--- config.mk ---
export PLATFORM = sky130hd
export DESIGN_NAME = memory_access_unit
export DESIGN_NICKNAME = d
export VERILOG_FILES = /design/src/rtl/memory_access_unit.sv
export SDC_FILE = /design/constraint.sdc
export NUM_CORES = 1
export LEC_CHECK = 0
export ABC_AREA = 1
export BUFFER_PORTS_ARGS = -buffer_cell sky130_fd_sc_hd__clkbuf_2
export CORE_UTILIZATION = 48
export DETAILED_ROUTE_END_ITERATION = 10
export PLACE_DENSITY = 0.79
export SLEW_MARGIN = 20
export SYNTH_ARGS = -nofsm -noshare
export SYNTH_HDL_FRONTEND = slang
export SYNTH_SLANG_ARGS = --single-unit
--- constraint.sdc ---
create_clock -name clk -period 2.1 [get_ports clk]
set_input_delay 0.105 -clock clk [delete_from_list [all_inputs] [get_ports clk]]
set_output_delay 0.105 -clock clk [all_outputs]
set_load 0.01 [all_outputs]
--- src/rtl/memory_access_unit.sv ---
// Memory-access pipeline stage: performs loads/stores between execute and
// write-back, presenting a one-cycle registered result slot per instruction.
package mau_pkg;
  localparam int DATA_SIZE  = 32;
  localparam int GPR_SIZE   = 5;
  localparam int OP_WB_SIZE = 2;

  localparam logic [OP_WB_SIZE-1:0] WB_NONE     = 2'b00;
  localparam logic [OP_WB_SIZE-1:0] WB_REGISTER = 2'b01;
  localparam logic [OP_WB_SIZE-1:0] WB_MEMORY   = 2'b10;
endpackage

module memory_access_unit
  import mau_pkg::*;
#(
  parameter int ADDRESS_SIZE = 16,
  parameter int TIMEOUT      = 15
) (
  input  logic                    clk,
  input  logic                    reset,

  input  logic                    in_valid,
  output logic                    in_ready,
  input  logic [DATA_SIZE-1:0]    in_result,
  input  logic [GPR_SIZE-1:0]     in_destination,
  input  logic [OP_WB_SIZE-1:0]   in_writeback,
  input  logic                    in_store,
  input  logic [DATA_SIZE-1:0]    in_store_data,

  output logic [ADDRESS_SIZE-1:0] mem_address,
  output logic [DATA_SIZE-1:0]    mem_write_data,
  output logic                    mem_read_enable,
  output logic                    mem_write_enable,
  input  logic                    mem_ready,
  input  logic [DATA_SIZE-1:0]    mem_read_data,

  output logic [DATA_SIZE-1:0]    result,
  output logic [GPR_SIZE-1:0]     destination,
  output logic [OP_WB_SIZE-1:0]   writeback,
  output logic [DATA_SIZE-1:0]    data_in,
  output logic                    mem_error
);

  typedef enum logic [1:0] {
    IDLE       = 2'd0,
    READ_WAIT  = 2'd1,
    WRITE_WAIT = 2'd2
  } state_t;

  localparam logic [7:0] LIMIT = 8'(TIMEOUT);

  state_t                state;
  logic [7:0]            count;
  logic [DATA_SIZE-1:0]  lat_result;
  logic [GPR_SIZE-1:0]   lat_destination;

  assign in_ready = (state == IDLE);

  always_ff @(posedge clk) begin
    if (reset) begin
      state            <= IDLE;
      count            <= '0;
      lat_result       <= '0;
      lat_destination  <= '0;
      mem_address      <= '0;
      mem_write_data   <= '0;
      mem_read_enable  <= 1'b0;
      mem_write_enable <= 1'b0;
      result           <= '0;
      destination      <= '0;
      writeback        <= WB_NONE;
      data_in          <= '0;
      mem_error        <= 1'b0;
    end else begin
      // Bubble unless a slot is loaded below
      result      <= '0;
      destination <= '0;
      writeback   <= WB_NONE;
      data_in     <= '0;
      mem_error   <= 1'b0;

      unique case (state)
        IDLE: begin
          if (in_valid) begin
            if (in_store) begin
              mem_address      <= in_result[ADDRESS_SIZE-1:0];
              mem_write_data   <= in_store_data;
              mem_write_enable <= 1'b1;
              count            <= '0;
              state            <= WRITE_WAIT;
            end else if (in_writeback == WB_MEMORY) begin
              mem_address      <= in_result[ADDRESS_SIZE-1:0];
              lat_result       <= in_result;
              lat_destination  <= in_destination;
              mem_read_enable  <= 1'b1;
              count            <= '0;
              state            <= READ_WAIT;
            end else if (in_writeback == WB_REGISTER) begin
              result      <= in_result;
              destination <= in_destination;
              writeback   <= WB_REGISTER;
            end
          end
        end

        READ_WAIT: begin
          if (mem_ready) begin
            result          <= lat_result;
            destination     <= lat_destination;
            writeback       <= WB_MEMORY;
            data_in         <= mem_read_data;
            mem_read_enable <= 1'b0;
            count           <= '0;
            state           <= IDLE;
          end else if (count == LIMIT) begin
            mem_read_enable <= 1'b0;
            mem_error       <= 1'b1;
            count           <= '0;
            state           <= IDLE;
          end else begin
            count <= count + 8'd1;
          end
        end

        WRITE_WAIT: begin
          if (mem_ready) begin
            mem_write_enable <= 1'b0;
            count            <= '0;
            state            <= IDLE;
          end else if (count == LIMIT) begin
            mem_write_enable <= 1'b0;
            mem_error        <= 1'b1;
            count            <= '0;
            state            <= IDLE;
          end else begin
            count <= count + 8'd1;
          end
        end

        default: begin
          mem_read_enable  <= 1'b0;
          mem_write_enable <= 1'b0;
          count            <= '0;
          state            <= IDLE;
        end
      endcase
    end
  end

endmodule

==> impl_results.md <==
- Filler Cell Count: 896
- Setup CP Type: flip-flop to flip-flop
- Worst Path Required: 2.46 ns
- DRC marker count from the first detailed-route iteration: 490
- Area of the die: 12800 um2
- PostCTS Resize Cnt: 0
- Power share of the sequential group: 45.6%
- Setup-failing EPs final: 0
- Area fraction of the dominant cell type after synthesis: 56.9%
- Maximum fanout count along the critical path: 37
- Antenna-violating nets left: 0
- Clock tree from TritonCTS: done
- Pin count of the biggest net entering global routing: 44
- Placeable core region: 12100 um2
- Root cell of the clock tree: sky130_fd_sc_hd__clkbuf_16
- Leakage power of the design: 4.19 nW
- Number of unique standard cell types used by synthesis: 26
- GRT Resource Usage Total: 28.1%
- Count of mapped cells out of synthesis: 714
- Register-to-register setup slack: 0.24 ns
- Endpoints failing hold: 0
- Launching element type of the critical path: flip-flop
- Clock latency reported for the late side of the worst-skew pair: 0.42 ns
- Via density per instance: 4.98
- Power share of the combinational group: 12.6%
- Net load switching power: 1.79 mW
- Most area-hungry cell type in the Yosys netlist: sky130_fd_sc_hd__dfxtp_1
- Max Clock Skew: 0.00382 ns
- Top area cells in the synthesized netlist: sky130_fd_sc_hd__dfxtp_1 (57%), sky130_fd_sc_hd__nor2_1 (10%), sky130_fd_sc_hd__a21oi_1 (4.9%)
- Tightest Hold Check Type: primary input to flip-flop
- Hold Path Stages: 3
- Worst reg-to-reg path cell count: 9
- Portion of the post-synthesis area used by sequential elements: 56.9%
- Seq cells post-synth: 169
- Slew headroom: 52.8%
- Count of TritonRoute iterations in the first routing pass: 5
- Average cell area after synthesis: 8.33 um2
- Residual DRC count: 0
- Wire length of the first global-routing pass: 28.3 mm
- Row Count: 40
- Finished Core Util: 73.0%
- DR WL/cell: 14.5 um
- Grt total ovfl: 0
- Yosys warns: 0
- Status: finished, final reports clean
- Worst Tran Pin Value: 0.708 ns
- Clk sink count: 169
- Commonest non-fill, non-tap cells in the layout: sky130_fd_sc_hd__clkbuf_2 (230), sky130_fd_sc_hd__dfxtp_1 (169), sky130_fd_sc_hd__nor2_1 (161)
- Height of the die: 113 um
- Share of post-route cells with drive strength above 1: 27.1%
- Final worst path period share: 88.8%
- Power density over cell area: 850 nW/um2
- Post-CTS Repair Setup Buffers: 0
- Number of buffers added on ports: 230
- Clock slew at reported path FFs: 0.06 ns
- Antenna violations before repair: 1
- Unrepaired setup endpoints after global routing: no
- Placer congestion estimate: 0.818
- Synthesized netlist net count: 826
- Setup tns final: 0 ns
- Most frequent standard cell in the layout excluding fill and tap cells: sky130_fd_sc_hd__clkbuf_2
- N_diodes: 0
- Syn Std Cell Area: 5940 um2
- Starting density of the core: 49.3%
- Top-level port count: 231
- Clock buffer depth: 2
- Die Span X: 113 um
- H-tree lvl count: 4
- Via total after detailed routing: 6045
- Switch share: 24.0%
- Clock Power Share: 41.7%
- Sort of element at the end of the critical path: flip-flop
- Internal power of the cells: 5.69 mW
- Number of global-route vias before repair: 5802
- Max Clk Rate: 536 MHz
- Critical path data arrival time: 2.22 ns
- Post-layout min period: 1.86 ns
- Area growth syn-to-layout: 48.2%
- Final Max Tran Viols: 0
- Net count, final: 1146
- DP HPWL: 10.3 mm
- Reported max-cap violation count: 0
- Final WL: 17.6 mm
- IR drop worst, VDD: 543 uV
- Number of clock buffers inserted by TritonCTS: 17
## state kept, by name (all words and copies together), names as in the netlist
| register | flops |
|---|---|
| result | 32 |
| mem_write_enable | 1 |
| mem_write_data | 32 |
| count | 8 |
| writeback | 2 |
| mem_read_enable | 1 |
| mem_address | 16 |
| lat_destination | 5 |
| lat_result | 32 |
| destination | 5 |
| state | 2 |
| mem_error | 1 |
| data_in | 32 |
## power groups by stage
| stage | registers [mW] | logic [mW] | clock network (mW) |
|---|---|---|---|
| floorplan | 3.52 | 0.404 | 0 |
| global placement | 3.48 | 0.756 | 0 |
| detailed placement | 3.48 | 0.764 | 0 |
| CTS | 3.41 | 0.923 | 3.17 |
| global route | 3.43 | 1.04 | 3.32 |
| finish | 3.42 | 0.944 | 3.12 |
## critical path: stages (launching register included)
cell                      delay [ns]
sky130_fd_sc_hd__dfxtp_1        0.37
sky130_fd_sc_hd__inv_1          0.08
sky130_fd_sc_hd__ha_1           0.26
sky130_fd_sc_hd__inv_2          0.14
sky130_fd_sc_hd__nor2_8         0.06
sky130_fd_sc_hd__nand2_4        0.11
sky130_fd_sc_hd__nor2_4         0.05
sky130_fd_sc_hd__inv_2          0.49
sky130_fd_sc_hd__nor2_1         0.09
sky130_fd_sc_hd__nor2_1         0.14
## final timing paths
check | start | to
worst min register to register | mem_address[3] | mem_address[3]
worst min-delay path | in_writeback[0] | writeback[0]
worst max register to register | state[0] | lat_result[5]
worst max-delay path | state[0] | lat_result[5]
## cell usage after synthesis
| cell type | number |
|---|---|
| sky130_fd_sc_hd__o21ai_1 | 30 |
| sky130_fd_sc_hd__nand4_1 | 2 |
| sky130_fd_sc_hd__buf_2 | 7 |
| sky130_fd_sc_hd__xor2_1 | 2 |
| sky130_fd_sc_hd__nor3_1 | 3 |
| sky130_fd_sc_hd__nand2_4 | 1 |
| sky130_fd_sc_hd__nand3_1 | 44 |
| sky130_fd_sc_hd__dfxtp_1 | 169 |
| sky130_fd_sc_hd__nand2_2 | 1 |
| sky130_fd_sc_hd__or2_2 | 1 |
| sky130_fd_sc_hd__nor2_4 | 1 |
| sky130_fd_sc_hd__a21oi_1 | 58 |
| sky130_fd_sc_hd__nor2_1 | 161 |
| sky130_fd_sc_hd__a22oi_1 | 37 |
| sky130_fd_sc_hd__ha_1 | 4 |
| sky130_fd_sc_hd__clkbuf_1 | 25 |
| sky130_fd_sc_hd__o21bai_1 | 2 |
| sky130_fd_sc_hd__nor2_8 | 2 |
| sky130_fd_sc_hd__inv_1 | 62 |
| sky130_fd_sc_hd__buf_4 | 4 |
| sky130_fd_sc_hd__inv_2 | 6 |
| sky130_fd_sc_hd__nand2_1 | 59 |
| sky130_fd_sc_hd__a21oi_4 | 1 |
| sky130_fd_sc_hd__buf_1 | 3 |
| sky130_fd_sc_hd__buf_6 | 4 |
| sky130_fd_sc_hd__o21ai_0 | 25 |
## layer usage
metal | global-route usage [%] | routed length, um | vias up
met5 | 0 | 13 | -
met1 | 30.8 | 7000 | 2815
met3 | 6.00 | 872 | 64
met2 | 49.8 | 8990 | 223
li1 | - | - | 2941
met4 | 16.9 | 771 | 2
## area by class of cell
cell class | instances | area, um2 | share of cell area (%)
Sequential cell | 169 | 3380 | 38.4
Clock inverter | 7 | 87.6 | 0.994
Multi-Input combinational cell | 434 | 2090 | 23.7
Inverter | 68 | 255 | 2.90
Timing Repair Buffer | 344 | 2260 | 25.7
Tap cell | 168 | 210 | 2.39
Clock buffer | 25 | 515 | 5.85
## stage by stage
stage	instances	instance area, um2	hold slack [ns]	worst slack, ns	power (mW)
after floorplan	714	5940	0.189	0.543	3.93
after detailed placement	1080	7170	0.307	0.251	4.24
after global placement	1080	7170	0.303	0.330	4.23
final	1215	8810	0.121	0.236	7.48
after global routing	1215	8810	0.121	0.00801	7.79
after CTS	1215	8810	0.108	0.221	7.50
## kinds of logic (layout without fill, tap and decap cells)
| family | count (synthesis) | in the layout | share of synthesized area [%] |
|---|---|---|---|
| AND/OR/NAND/NOR | 275 | 275 | 19.3 |
| AO/OA/AOI/OAI | 153 | 153 | 14.7 |
| flip-flops | 169 | 169 | 56.9 |
| buffers and inverters | 111 | 444 | 7.91 |
| XOR/XNOR | 2 | 2 | 0.295 |
| adder cells (fa/ha/maj) | 4 | 4 | 0.842 |
## repair_timing
| item | CTS | global route |
|---|---|---|
| setup endpoints to repair | 0 | 0 |
| hold endpoints to repair | 141 | 0 |
| hold buffers | 103 | 0 |
No activity file was read; power rests on OpenSTA's default activity.
